$ cat src/rtl/pwm_pkg.sv
// Shared types and helpers for the one-hot duty-level PWM path.
// The clamp function is also used by the duty encoder.
package pwm_pkg;

    localparam int WORD_LENGTH    = 8;
    localparam int DUTY_WIDTH     = $clog2(WORD_LENGTH + 1);
    localparam int DUTY_MAX       = WORD_LENGTH;
    localparam int PRESCALE_WIDTH = 16;
    localparam int SLOT_WIDTH     = $clog2(WORD_LENGTH);

    typedef logic [DUTY_WIDTH-1:0]  duty_t;
    typedef logic [WORD_LENGTH-1:0] slot_onehot_t;
    typedef logic [SLOT_WIDTH-1:0]  slot_t;

    // Levels above a full period saturate instead of wrapping.
    function automatic duty_t clamp_duty(input duty_t duty);
        return (duty > duty_t'(DUTY_MAX)) ? duty_t'(DUTY_MAX) : duty;
    endfunction

    function automatic slot_onehot_t slot_to_onehot(input slot_t slot);
        slot_onehot_t onehot;
        onehot       = '0;
        onehot[slot] = 1'b1;
        return onehot;
    endfunction

endpackage

$ cat src/rtl/pwm_prescaler.sv
// Slot-length prescaler: tick marks the last clk cycle of every slot.
module pwm_prescaler #(
    parameter int PRESCALE_WIDTH = pwm_pkg::PRESCALE_WIDTH
) (
    input  logic                      clk,
    input  logic                      reset,
    input  logic                      enable,
    input  logic [PRESCALE_WIDTH-1:0] Prescale,
    output logic                      tick
);

    logic [PRESCALE_WIDTH-1:0] count_q;
    logic [PRESCALE_WIDTH-1:0] count_d;

    // A Prescale lowered below the running count lets the count wrap the full width.
    always_comb begin
        tick    = enable && (count_q == Prescale);
        count_d = count_q + PRESCALE_WIDTH'(1);
        if (!enable || tick) begin
            count_d = '0;
        end
    end

    always_ff @(posedge clk) begin
        if (reset) begin
            count_q <= '0;
        end else begin
            count_q <= count_d;
        end
    end

endmodule

$ cat src/rtl/duty_pwm_gen.sv
// PWM generator: duty level 0..WORD_LENGTH in, registered PWM plus one-hot slot out.
// Duty requests are double-buffered so a change lands only on a period boundary.
module duty_pwm_gen #(
    parameter int WORD_LENGTH    = pwm_pkg::WORD_LENGTH,
    parameter int DUTY_WIDTH     = pwm_pkg::DUTY_WIDTH,
    parameter int PRESCALE_WIDTH = pwm_pkg::PRESCALE_WIDTH
) (
    input  logic                      clk,
    input  logic                      reset,
    input  logic                      enable,
    input  logic [PRESCALE_WIDTH-1:0] Prescale,
    input  logic [DUTY_WIDTH-1:0]     Duty_In,
    input  logic                      duty_valid,
    output logic                      duty_ready,
    output logic                      Pwm_Out,
    output logic [WORD_LENGTH-1:0]    Slot_OneHot,
    output logic                      period_done
);

    import pwm_pkg::clamp_duty;

    localparam int                    SLOT_WIDTH = $clog2(WORD_LENGTH);
    localparam logic [SLOT_WIDTH-1:0] LAST_SLOT  = SLOT_WIDTH'(WORD_LENGTH - 1);

    logic                   tick;
    logic                   boundary;
    logic                   accept;
    logic                   transfer;

    logic [SLOT_WIDTH-1:0]  slot_q,          slot_d;
    logic [DUTY_WIDTH-1:0]  active_duty_q,   active_duty_d;
    logic [DUTY_WIDTH-1:0]  pending_duty_q,  pending_duty_d;
    logic                   pending_valid_q, pending_valid_d;
    logic                   pwm_q,           pwm_d;
    logic [WORD_LENGTH-1:0] onehot_q,        onehot_d;
    logic                   done_q,          done_d;

    pwm_prescaler #(
        .PRESCALE_WIDTH (PRESCALE_WIDTH)
    ) u_prescaler (
        .clk      (clk),
        .reset    (reset),
        .enable   (enable),
        .Prescale (Prescale),
        .tick     (tick)
    );

    always_comb begin
        boundary = tick && (slot_q == LAST_SLOT);
        slot_d   = slot_q;
        if (!enable) begin
            slot_d = '0;
        end else if (tick) begin
            slot_d = boundary ? '0 : slot_q + SLOT_WIDTH'(1);
        end
    end

    // Accept and transfer are mutually exclusive since both key off pending_valid_q;
    // a request accepted in a boundary cycle therefore waits for the next boundary.
    always_comb begin
        duty_ready      = !pending_valid_q;
        accept          = duty_valid && !pending_valid_q;
        transfer        = pending_valid_q && (!enable || boundary);

        active_duty_d   = active_duty_q;
        pending_duty_d  = pending_duty_q;
        pending_valid_d = pending_valid_q;

        if (transfer) begin
            active_duty_d   = pending_duty_q;
            pending_valid_d = 1'b0;
        end
        if (accept) begin
            pending_duty_d  = clamp_duty(Duty_In);
            pending_valid_d = 1'b1;
        end
    end

    // Compare against next-state values so Pwm_Out and Slot_OneHot name the same slot.
    always_comb begin
        pwm_d            = enable && (DUTY_WIDTH'(slot_d) < active_duty_d);
        onehot_d         = '0;
        onehot_d[slot_d] = 1'b1;
        done_d           = boundary;
    end

    always_ff @(posedge clk) begin
        if (reset) begin
            slot_q          <= '0;
            active_duty_q   <= '0;
            pending_duty_q  <= '0;
            pending_valid_q <= 1'b0;
            pwm_q           <= 1'b0;
            onehot_q        <= WORD_LENGTH'(1);
            done_q          <= 1'b0;
        end else begin
            slot_q          <= slot_d;
            active_duty_q   <= active_duty_d;
            pending_duty_q  <= pending_duty_d;
            pending_valid_q <= pending_valid_d;
            pwm_q           <= pwm_d;
            onehot_q        <= onehot_d;
            done_q          <= done_d;
        end
    end

    assign Pwm_Out     = pwm_q;
    assign Slot_OneHot = onehot_q;
    assign period_done = done_q;

endmodule

$ cat config.mk
export PLATFORM = sky130hd
export DESIGN_NAME = duty_pwm_gen
export DESIGN_NICKNAME = d
export VERILOG_FILES = /design/src/rtl/pwm_pkg.sv /design/src/rtl/pwm_prescaler.sv /design/src/rtl/duty_pwm_gen.sv
export SDC_FILE = /design/constraint.sdc
export NUM_CORES = 1
export LEC_CHECK = 0
export CAP_MARGIN = 10
export CORE_ASPECT_RATIO = 1.75
export CORE_MARGIN = 3
export CORE_UTILIZATION = 40
export DETAILED_ROUTE_END_ITERATION = 16
export PLACE_DENSITY = 0.78
export SLEW_MARGIN = 10
export SYNTH_ARGS = -nofsm -noshare
export SYNTH_HDL_FRONTEND = slang
export SYNTH_SLANG_ARGS = --single-unit
$ cat constraint.sdc
create_clock -name clk -period 2.35 [get_ports clk]
set_input_delay 0.235 -clock clk [delete_from_list [all_inputs] [get_ports clk]]
set_output_delay 0.235 -clock clk [all_outputs]
set_load 0.01 [all_outputs]
# After elaboration in Yosys (flattened, before gate mapping)
# Index checks and enable logic that the tools add are counted.
totals:
  ram_bits: 0
  latch_bits: 0
  romBits: 0
  regBits: 38
  n_memories: 0
classes:
  n_reduce_logical: 12
  add_sub_neg: 2
  magnitude_cmp: 4
  div: 0
  shift: 0
  bitwise: 0
  mux: 9
  multipliers: 0
  eq_ne: 2
op_table:
  columns: ["op", "n"]
  rows:
  - ["adder 16 x 1 -> 16 bit (second input constant)", 1]
  - ["equality test 16 bit", 1]
  - ["2-to-1 mux 3 bit", 3]
  - ["2-to-1 mux 4 bit", 2]
  - ["logical AND 1 bit", 6]
  - ["> comparator 4 bit (second input constant)", 1]
  - ["less-than comparator 3 x 4 -> 1 bit", 1]
  - ["less-than comparator 3 x 4 -> 1 bit (second input constant)", 1]
  - ["adder 3 x 1 -> 3 bit (second input constant)", 1]
  - ["demux 1 bit (select 3 bit)", 1]
  - ["equality test 3 bit (second input constant)", 1]
  - ["greater-or-equal comparator 3 x 1 -> 1 bit (second input constant)", 1]
  - ["2-to-1 mux 1 bit", 3]
  - ["zero test 1 bit", 2]
  - ["logical OR 1 bit", 2]
  - ["nonzero test 2 bit", 1]
  - ["OR reduction 2 bit", 1]

# Longest topological paths before layout
# Gate-level depths: netlist of run 1.
logic_depth:
  depth_word: 10
  ltp_mapped: 11
  ltp_nobuf: 10

# Hierarchy
# A second synthesis of run 1 with hierarchy kept.
unflattened:
  cells_unflattened: 193
  area_unflattened_um2: 1785.5
modules_own_cells:
  columns: ["module", "cells_per_inst", "area_per_inst_um2", "instances"]
  rows:
  - ["pwm_prescaler", 103, 918.4, 1]
  - ["duty_pwm_gen", 90, 867.1, 1]

# Worst setup path before layout of run 1
# Ideal clock, no wire load.
synth_path:
  path_kind: "register -> register"
  from: "reg u_prescaler.count_q[8]"
  to: "reg pwm_q, in the netlist Pwm_Out"
  required_time_ps: 2280
  slack_ps: 43
  arrival_ps: 2237
  n_path_buf: 0
  path_stages_with_launch: 11
  path_cell_list: "dfxtp_1 -> xnor2_1 -> nand4_1 -> nor4_4 -> nand2_1 -> a21o_1 -> mux2i_1 -> ha_1 -> o21a_1 -> o31ai_1 -> o2bb2ai_1"
synth_via:
  elab_chain_len: 8
synth_rtl:
  columns: ["item", "line", "text"]
  rows:
  - ["start: declaration", "pwm_prescaler.sv:12", "logic [PRESCALE_WIDTH-1:0] count_q;"]
  - ["start signal: assignment", "pwm_prescaler.sv:28", "count_q <= count_d;"]
  - ["equality test 16 bit (*)", "pwm_prescaler.sv:17", "tick = enable && (count_q == Prescale);"]
  - ["logical AND 1 bit (*)", "pwm_prescaler.sv:17", null]
  - ["logical AND 1 bit", "duty_pwm_gen.sv:49", "boundary = tick && (slot_q == LAST_SLOT);"]
  - ["2-to-1 mux 3 bit / logical OR 1 bit (equally long branches)", "duty_pwm_gen.sv:54, duty_pwm_gen.sv:63", null]
  - ["2-to-1 mux 3 bit / logical AND 1 bit (equally long branches)", "duty_pwm_gen.sv:53, duty_pwm_gen.sv:63", null]
  - ["2-to-1 mux 3 bit / 2-to-1 mux 4 bit (equally long branches)", "duty_pwm_gen.sv:51, duty_pwm_gen.sv:69", null]
  - ["less-than comparator 3 x 4 -> 1 bit (*)", "duty_pwm_gen.sv:81", "pwm_d = enable && (DUTY_WIDTH'(slot_d) < active_duty_d);"]
  - ["logical AND 1 bit (*)", "duty_pwm_gen.sv:81", null]
  - ["end signal: assignment", "duty_pwm_gen.sv:101", "pwm_q <= pwm_d;"]
  - ["end: declaration", "duty_pwm_gen.sv:34", "logic pwm_q, pwm_d;"]
# Mark *: on every way between the ends. The rest lies on a longest branch, timed or not.
# A chain may end at the register's enable or synchronous reset.

# Final worst setup path of run 1
layout_path:
  from: "in Prescale[4]"
  to: "reg pwm_q, in the netlist Pwm_Out"
layout_via:
  elab_chain_len: 8
layout_rtl:
  columns: ["item", "line", "text"]
  rows:
  - ["start: declaration", "duty_pwm_gen.sv:11", "input logic [PRESCALE_WIDTH-1:0] Prescale,"]
  - ["equality test 16 bit (*)", "pwm_prescaler.sv:17", null]
  - ["logical AND 1 bit (*)", "pwm_prescaler.sv:17", null]
  - ["logical AND 1 bit", "duty_pwm_gen.sv:49", null]
  - ["2-to-1 mux 3 bit / logical OR 1 bit (equally long branches)", "duty_pwm_gen.sv:54, duty_pwm_gen.sv:63", null]
  - ["2-to-1 mux 3 bit / logical AND 1 bit (equally long branches)", "duty_pwm_gen.sv:53, duty_pwm_gen.sv:63", null]
  - ["2-to-1 mux 3 bit / 2-to-1 mux 4 bit (equally long branches)", "duty_pwm_gen.sv:51, duty_pwm_gen.sv:69", null]
  - ["less-than comparator 3 x 4 -> 1 bit (*)", "duty_pwm_gen.sv:81", null]
  - ["logical AND 1 bit (*)", "duty_pwm_gen.sv:81", null]
# Marks and branches as above.

==> results of run 1 <==
## Yosys cell counts (2+ instances only)
master                     count  share of area
sky130_fd_sc_hd__a21oi_1       7          0.020
sky130_fd_sc_hd__and3_1        4          0.015
sky130_fd_sc_hd__clkbuf_1      3         0.0066
sky130_fd_sc_hd__dfxtp_1      38           0.45
sky130_fd_sc_hd__ha_1          5          0.037
sky130_fd_sc_hd__inv_1         4         0.0088
sky130_fd_sc_hd__mux2i_1       4          0.023
sky130_fd_sc_hd__nand2_1      15          0.033
sky130_fd_sc_hd__nand2b_1      4          0.015
sky130_fd_sc_hd__nand3_1       7          0.020
sky130_fd_sc_hd__nand3b_1      4          0.018
sky130_fd_sc_hd__nand4_1       6          0.022
sky130_fd_sc_hd__nor2_1       23          0.051
sky130_fd_sc_hd__nor2b_1       3          0.011
sky130_fd_sc_hd__nor3_1        4          0.012
sky130_fd_sc_hd__nor3b_1       4          0.018
sky130_fd_sc_hd__o21ai_0       2         0.0059
sky130_fd_sc_hd__or3_1         2         0.0073
sky130_fd_sc_hd__xnor2_1      20           0.10
sky130_fd_sc_hd__xor2_1        7          0.036
## worst reg2reg max path: cells and delay by family, from the launching register on
family                     cells  cell delay, ns
and+or+nand+nor                3            0.62
AOI/OAI and AO/OA              4            0.58
xor gates and xnor gates       1            0.17
DFF                            1            0.34
muxes                          1            0.23
adders and majority gates      1            0.26
## cell families (layout without fill, tap and decap cells)
kind of cell | after synthesis | after routing | share of synthesized area
compound gates | 17 | 17 | 0.0637
xor+xnor | 28 | 28 | 0.148
fa+ha+maj | 5 | 5 | 0.0366
buf+inv | 11 | 62 | 0.0315
flops | 38 | 38 | 0.445
mux | 4 | 4 | 0.0234
simple gates | 81 | 81 | 0.252
## what timing repair did
action / in CTS / in global routing
gates resized for setup: 0 / 14
buffers inserted: 0 / 1
endpoints found under the setup margin: 0 / 1
## registers in the layout, indices dropped and copies added, names as in the netlist
register	cells
Pwm_Out	1
Slot_OneHot	8
active_duty_q	4
pending_duty_q	4
pending_valid_q	1
period_done	1
slot_q	3
u_prescaler.count_q	16
## routing by layer
metal / GRT usage / up-vias / wire [um]
met4: 0.0609 / 0 / 64
li1: - / 715 / -
met2: 0.292 / 31 / 1990
met3: 0.0418 / 5 / 168
met1: 0.136 / 634 / 1290
met5: 0 / - / 0
## how the worst max path moves through the flow
stage / startpoint / end / slack, ns / cells after the start
after floorplan: u_prescaler.count_q[8] / Pwm_Out / 0.04 / 10
after global placement: Prescale[9] / Pwm_Out / -0.20 / 11
after detailed placement: Prescale[9] / Pwm_Out / -0.27 / 11
after CTS: Prescale[9] / Pwm_Out / 0.03 / 11
after global routing: Prescale[4] / Pwm_Out / -0.07 / 11
final: Prescale[4] / Pwm_Out / 0.09 / 11
## power by group
part	internal, mW	switching, mW	leakage, nW	total (mW)
combinational	0.0699	0.0442	0.590	0.114
clock	0.236	0.224	0.0472	0.460
sequential	0.652	0.00660	0.309	0.659
## area by class of cell
cell class | instances | area, um2 | area share
repair buffers | 49 | 468 | 0.201
clock buffers | 6 | 82.6 | 0.0354
inverters | 5 | 18.8 | 0.00805
clock inverters | 2 | 12.5 | 0.00536
flip-flops and latches | 38 | 764 | 0.328
multi-input cells | 135 | 926 | 0.397
well taps | 48 | 60.1 | 0.0258
## metrics by stage
stage / setup WS (ns) / power [mW]
3_5_place_dp: -0.271 / 0.786
4_1_cts: 0.0329 / 1.24
6_report: 0.0885 / 1.23
3_3_place_gp: -0.202 / 0.783
2_1_floorplan: 0.0429 / 0.721
5_1_grt: -0.0740 / 1.28
==> results.md, run 1 <==
* Required time of the worst setup path at between 2 and 3 ns
* Total of fill cells in the finished design at 340
* Synthesized Nets at about 210
* Kind of end point of the critical path: flip-flop
* Slowest-stage cell, CP: sky130_fd_sc_hd__clkdlybuf4s50_1
* Maximum number of pins on one net before global-route repair at 17
* First-pass GRT wire length at around 6.0 mm
* Number of core rows at 30
* Data arrival time of the critical path at around 2.5 ns
* Number of buffer cells added on primary ports at 34
* GRT Residual Overflow at 0
* Setup tns final at 0 ns
* Family of cells with the greatest summed delay on the critical path: simple AND/OR/NAND/NOR gates
* Critical-path cell list: clkdlybuf4s50_1 -> xnor2_1 -> nand4_1 -> nor4_4 -> nand2_1 -> a21o_1 -> mux2i_2 -> ha_1 -> o21a_1 -> o31ai_2 -> o2bb2ai_1
* Htree depth at 2
* Net total in the final layout at 263
* Synthesized area per cell at 9.29 um2
* Final Cell Area at around 2300 um2
* Worst Setup Path Type: input pin to flip-flop
* Hold Vio Cnt, Final at 0
* HPWL after DPL at between 2 and 3 mm
* Share of flip-flops with an asynchronous set or reset at 0
* Die W at 55.4 um
* Global Route Usage Sum at 0.148
* Delay of the slowest cell on the worst path at roughly 0.47 ns
* Overall die area at between 5000 and 6000 um2
* Insertion delay to the later sink of the worst-skew pair at just under 0.3 ns
* Drt wl/cell at about 12 um
* Post-Route Skew at around 0.012 ns
* Unrepaired setup endpoints after global routing: true
* Vias in the first global route at ~1400
* Core outline area at just under 4000 um2
* Post-layout utilization of the core at 0.586
* Clock Sinks at 38
* Hold path start: Prescale[2]
* Total of endpoints with negative setup slack in the final report at 0
* Part of the cycle the worst path needs at 0.962
* Global placement routability congestion at roughly 0.73
* Pleak at ~0.95 nW
* Number of maximum-capacitance constraint violations at 0
* Reg2Reg Launch Point: u_prescaler.count_q[13]
* WHS Endpoint: period_done
* Number of antenna violations at the first check in global routing at 0
* Portion of the post-synthesis area used by sequential elements at 0.445
* Io pins at 35
* Netlist cell types at 38
* Final count of pins violating max slew at 0
* Most common cell after layout, fill and taps aside: sky130_fd_sc_hd__dfxtp_1
* Ratio of cells with drive above 1 in the final layout at 0.157
* Power density relative to cell area at around 530 nW/um2
* Reg2Reg Setup Slack at a little under 0.09 ns
* Die Y at around 92 um
* Outcome: complete, no violations
* Area delta synth->final at 36.5%
* Post-Synthesis Cells at ~180
* Clk buf depth at 2
* Initial core utilization at 0.430
* Number of flops mapped to enable cells by yosys at 0
* Clock tree from TritonCTS: yes
* Synth warn at 0
* Number of buffer and inverter instances along the worst setup path at 1
* Largest fanout on the critical path at 3
* Number of placed instances with taps included at between 200 and 300
* Worst ir drop on vdd at about 0.5 mV
* Register-to-Register Path Depth at 10
* CTS Hold Bufs at 0
* Highest-count cells in the layout ignoring fill and taps: sky130_fd_sc_hd__dfxtp_1 (35), sky130_fd_sc_hd__clkdlybuf4s50_1 (28), sky130_fd_sc_hd__nor2_1 (23)
* Remaining DRCs at 0
* Non-filler cells, final at about 280
* Flip-flop and latch count after synthesis at 38
* Cell area after placement at approximately 2200 um2
* Total iterations of the first detailed-routing run at 4
* Post-layout min period at ~2.3 ns
* Rel. slew slack at 0.801
* Detailed-route vias per instance at 4.89
* Highest clock rate at roughly 440 MHz
* Total routed wirelength at around 3.5 mm
* Dominant synthesized flop cell: sky130_fd_sc_hd__dfxtp_1
* Hold depth at 6
* Final hold slack at ~0.45 ns
* HP Class: input pin to flip-flop
* Routed via count at 1385
* Endpoint of the most critical register-to-register path: Pwm_Out
* Clock slew at the register clock pins of the worst setup and hold paths at approximately 0.08 ns
* Startpoint class of the critical path: input pin
* N_diodes at 0
* CTS Root Buffer Type: sky130_fd_sc_hd__clkbuf_8
* Detailed Route Iter0 Violations at 24
* Cell Area, Synth at about 1700 um2
* Slew at the pin closest to its max-slew limit at about 0.30 ns
* Detail Route Antenna Nets at 0
* Number of buffers created by CTS at 5
(Power assumes the default switching activity.)
==> run 2: changes to the inputs <==
- RECOVER_POWER: not set -> 50
==> results.md, run 2 (synthesized netlist as in run 1, its figures left out) <==
* Outcome: complete, no violations
* Hold Vio Cnt, Final at 0
* Register with the most flip-flops: u_prescaler.count_q
* Most common cell after layout, fill and taps aside: sky130_fd_sc_hd__dfxtp_1
* HPWL after DPL at 2.85 mm
* First-pass GRT wire length at 6.02 mm
* Ratio of cells with drive above 1 in the final layout at 0.157
* Data arrival time of the critical path at between 2 and 2.5 ns
* Clk buf depth at 2
* Post-Route Skew at 0.0115 ns
* Rel. slew slack at 0.801
* Routed via count at 1385
* CTS Root Buffer Type: sky130_fd_sc_hd__clkbuf_8
* HP Class: input pin to flip-flop
* Flip-flop count of the largest register, all copies and words added at 16
* Worst ir drop on vdd at roughly 0.5 mV
* Number of buffers created by CTS at 5
* Number of buffer cells added on primary ports at 34
* Overall die area at roughly 5100 um2
* Worst-case setup slack after placement at -0.271 ns
* Worst Setup Path Type: input pin to flip-flop
* Net total in the final layout at approximately 260
* Initial core utilization at 0.430
* Post-layout min period at ~2.3 ns
* Power density relative to cell area at about 530 nW/um2
* Post-layout worst setup margin at between 0.08 and 0.09 ns
* Die Y at 92.5 um
* Global placement routability congestion at about 0.73
* Core outline area at roughly 4000 um2
* Part of the cycle the worst path needs at 0.962
* Kind of end point of the critical path: flip-flop
* Total of endpoints with negative setup slack in the final report at 0
* Number of antenna violations at the first check in global routing at 0
* Number of maximum-capacitance constraint violations at 0
* Io pins at 35
* Highest clock rate at between 400 and 500 MHz
* N_diodes at 0
* Vias in the first global route at between 1000 and 1500
* GRT Residual Overflow at 0
* Clock Sinks at 38
* Final Cell Area at 2330 um2
* Clock tree from TritonCTS: yes
* Slew at the pin closest to its max-slew limit at roughly 0.30 ns
* Total iterations of the first detailed-routing run at 4
* Maximum number of pins on one net before global-route repair at 17
* Number of core rows at 30
* Insertion delay to the later sink of the worst-skew pair at just under 0.3 ns
* Total routed wirelength at between 3 and 4 mm
* Largest fanout on the critical path at 3
* Unrepaired setup endpoints after global routing: true
* Htree depth at 2
* Detail Route Antenna Nets at 0
* Detailed-route vias per instance at 4.89
* Area delta synth->final at 36.5%
* Startpoint class of the critical path: input pin
* Final count of pins violating max slew at 0
* Detailed Route Iter0 Violations at 24
* Required time of the worst setup path at roughly 2.6 ns
* Clock slew at the register clock pins of the worst setup and hold paths at 0.08 ns
* Pleak at ~0.96 nW
* Global Route Usage Sum at 0.148
* Cell area after placement at approximately 2200 um2
* Highest-count cells in the layout ignoring fill and taps: sky130_fd_sc_hd__dfxtp_1 (35), sky130_fd_sc_hd__nor2_1 (23), sky130_fd_sc_hd__clkdlybuf4s50_1 (22)
* Drt wl/cell at around 12 um
* Remaining DRCs at 0
* Die W at around 55 um
[run 2: worst max-delay path, cell delays in order]
cell and delay, ns:
sky130_fd_sc_hd__clkdlybuf4s50_1 0.47, sky130_fd_sc_hd__xnor2_1 0.11, sky130_fd_sc_hd__nand4_1 0.18, sky130_fd_sc_hd__nor4_4 0.33, sky130_fd_sc_hd__nand2_1 0.10, sky130_fd_sc_hd__a21o_1 0.21, sky130_fd_sc_hd__mux2i_2 0.23, sky130_fd_sc_hd__ha_1 0.26
sky130_fd_sc_hd__o21a_1 0.18, sky130_fd_sc_hd__o31ai_2 0.06, sky130_fd_sc_hd__o2bb2ai_1 0.13
[run 2: worst paths after layout]
path / from / to / slack, ns / cells after the start
min: Prescale[2] / period_done / 0.45 / 6
max: Prescale[4] / Pwm_Out / 0.09 / 11
min reg2reg: pending_duty_q[3] / pending_duty_q[3] / 0.46 / 2
max reg2reg: u_prescaler.count_q[13] / Pwm_Out / 0.09 / 10
[run 2: layout make-up]
class / count / area (um2)
Sequential cell: 38 / 764
Fill cell: 340 / 1650
Tap cell: 48 / 60.1
Timing Repair Buffer: 49 / 468
Clock inverter: 2 / 12.5
Clock buffer: 6 / 82.6
Multi-Input combinational cell: 135 / 926
Inverter: 5 / 18.8
[run 2: power by group]
group          internal (mW)  switching, mW
clock                  0.236          0.224
sequential             0.652        0.00660
combinational         0.0695         0.0441
total                  0.957          0.275
[run 2: timing repair]
item,4_1_cts,5_1_grt
hold buffers,0,0
resized for setup,0,14
setup endpoints to repair,0,1
buffers inserted,0,1
hold endpoints to repair,0,0
[run 2: per-layer routing]
layer,wire [um],GRT usage
met1,1290,0.136
met2,1990,0.292
met3,168,0.0418
met4,64,0.0609
met5,0,0
[run 2: metrics by stage]
stage | power (mW) | cells | utilization | TNS (ns) | hold slack, ns
3_5_place_dp | 0.786 | 274 | 0.548 | -0.708 | 0.450
5_1_grt | 1.28 | 283 | 0.586 | -0.0740 | 0.479
2_1_floorplan | 0.721 | 184 | - | 0 | 0.371
3_3_place_gp | 0.783 | 274 | 0.548 | -0.470 | 0.447
6_report | 1.23 | 283 | 0.586 | 0 | 0.454
4_1_cts | 1.24 | 282 | 0.572 | 0 | 0.460
==> run 3: changes to the inputs <==
- CAP_MARGIN: 10 -> 30
- PLACE_DENSITY: 0.78 -> 0.76
- clock period: 2.35 -> 2.7 ns (I/O delays scaled with it)
==> results.md, run 3 (synthesized netlist as in run 1, its figures left out) <==
* Number of core rows at 30
* Ratio of cells with drive above 1 in the final layout at 0.0756
* Most common cell after layout, fill and taps aside: sky130_fd_sc_hd__dfxtp_1
* Hold path start: pending_duty_q[1]
* Data arrival time of the critical path at 2.67 ns
* Remaining DRCs at 0
* HPWL after DPL at 2.64 mm
* Die Y at 92.5 um
* Part of the cycle the worst path needs at 0.908
* Startpoint class of the critical path: input pin
* Drt wl/cell at 12.2 um
* Rel. slew slack at 0.391
* Io pins at 35
* Detailed Route Iter0 Violations at 22
* Largest fanout on the critical path at 8
* Hold Vio Cnt, Final at 0
* Number of antenna violations at the first check in global routing at 0
* Detailed-route vias per instance at between 4 and 5
* Timing startpoint of the critical path: Prescale[10]
* Pleak at approximately 0.85 nW
* Total of endpoints with negative setup slack in the final report at 0
* Highest clock rate at between 400 and 500 MHz
* Setup tns final at 0 ns
* N_diodes at 0
* Total of fill cells in the finished design at roughly 380
* Outcome: complete, no violations
* Final count of pins violating max slew at 0
* Clock Sinks at 38
* Global Route Usage Sum at 0.143
* First-pass GRT wire length at 5.81 mm
* # resized after CTS at 0
* Global placement routability congestion at between 0.7 and 0.8
* Core outline area at slightly below 4000 um2
* Critical-path cell list: clkdlybuf4s50_1 -> xnor2_1 -> nand4_1 -> nor4_4 -> clkbuf_1 -> mux2i_1 -> nor2b_1 -> ha_1 -> o21a_1 -> o31ai_1 -> o2bb2ai_1
* Worst Setup Path Type: input pin to flip-flop
* Post-Route Skew at 0.0103 ns
* Number of maximum-capacitance constraint violations at 0
* Maximum number of pins on one net before global-route repair at 17
* Slew at the pin closest to its max-slew limit at approximately 0.9 ns
* Post-layout min period at 2.45 ns
* Overall die area at 5120 um2
* Detail Route Antenna Nets at 0
* Number of buffers created by CTS at 5
* Net total in the final layout at 253
* Number of buffer cells added on primary ports at 34
* Worst ir drop on vdd at around 0.31 mV
* Clk buf depth at 2
* Total iterations of the first detailed-routing run at 4
* Flip-flop count of the largest register, all copies and words added at 16
* Register area at approximately 760 um2
* Clock slew at the register clock pins of the worst setup and hold paths at roughly 0.08 ns
* Power density relative to cell area at between 400 and 500 nW/um2
* Register with the most flip-flops: u_prescaler.count_q
* Initial core utilization at 0.430
* Reg2Reg Launch Point: u_prescaler.count_q[2]
* Kind of end point of the critical path: flip-flop
* Unrepaired setup endpoints after global routing: false
* Htree depth at 2
* Area delta synth->final at 28.6%
* Required time of the worst setup path at 2.92 ns
* Highest-count cells in the layout ignoring fill and taps: sky130_fd_sc_hd__dfxtp_1 (38), sky130_fd_sc_hd__nor2_1 (23), sky130_fd_sc_hd__clkdlybuf4s50_1 (22)
* Insertion delay to the later sink of the worst-skew pair at roughly 0.29 ns
* CTS Root Buffer Type: sky130_fd_sc_hd__clkbuf_8
* Slowest-stage cell, CP: sky130_fd_sc_hd__clkdlybuf4s50_1
* Area used by multi-input combinational logic at 895 um2
* GRT Residual Overflow at 0
* Vias in the first global route at about 1300
* Non-filler cells, final at 273
* Clock tree from TritonCTS: yes
* Routed via count at ~1400
* HP Class: flip-flop to flip-flop
* CTS Hold Bufs at 0
* Number of placed instances with taps included at around 270
* Total routed wirelength at 3.34 mm
* Post-CTS repair timing setup buffer count at 0
* Delay of the slowest cell on the worst path at approximately 0.42 ns
* Die W at 55.4 um
[run 3: changes by cell type in the layout (fill, tap and decap cells not counted), sizes merged]
| cell | previous run | this run |
|---|---|---|
| clkinv | 1 | 2 |
| dlygate4sd3 | 6 | 12 |
| buf | 15 | 4 |
| dlymetal6s2s | 6 | 0 |
[run 3: metrics by stage]
step	setup slack [ns]	utilization	total power, mW	cell area (um2)	hold slack [ns]
floorplan	0.393	-	0.628	1710	0.406
global placement	0.0398	0.531	0.677	2110	0.446
detailed placement	0.0222	0.531	0.678	2110	0.446
CTS	0.317	0.553	1.07	2200	0.455
global route	0.0833	0.553	1.10	2200	0.479
finish	0.250	0.553	1.04	2200	0.452
[run 3: path summary, 6_finish.rpt]
check / to / slack [ns] / depth (start not counted)
worst max-delay path: Pwm_Out / 0.25 / 11
worst min-delay path: pending_duty_q[1] / 0.45 / 2
worst max register to register: Pwm_Out / 0.29 / 10
worst min register to register: pending_duty_q[1] / 0.45 / 2
[run 3: cell type report]
cell class              instances  share of cell area
flip-flops and latches         38               0.346
multi-input cells             135               0.407
clock inverters                 3             0.00968
clock buffers                   5              0.0313
repair buffers                 39               0.170
inverters                       5             0.00854
well taps                      48              0.0273
[run 3: critical path: cells and delay by family]
| kind | cells | cell delay [ns] |
|---|---|---|
| AO/OA/AOI/OAI | 3 | 0.38 |
| XOR/XNOR | 1 | 0.20 |
| adder cells (fa/ha/maj) | 1 | 0.28 |
| buffers and inverters | 2 | 0.72 |
| multiplexers | 1 | 0.22 |
| AND/OR/NAND/NOR | 3 | 0.58 |
[run 3: layer usage]
metal,wire [um],track usage
met1,1310,0.145
met2,1770,0.258
met3,144,0.0404
met4,115,0.0811
met5,0,0
[run 3: report_power, final]
group / internal [mW] / total, mW / leakage [nW] / switching [mW]
registers: 0.568 / 0.573 / 0.307 / 0.00575
clock network: 0.181 / 0.382 / 0.0441 / 0.200
logic: 0.0539 / 0.0896 / 0.495 / 0.0357
total: 0.803 / 1.04 / 0.846 / 0.242
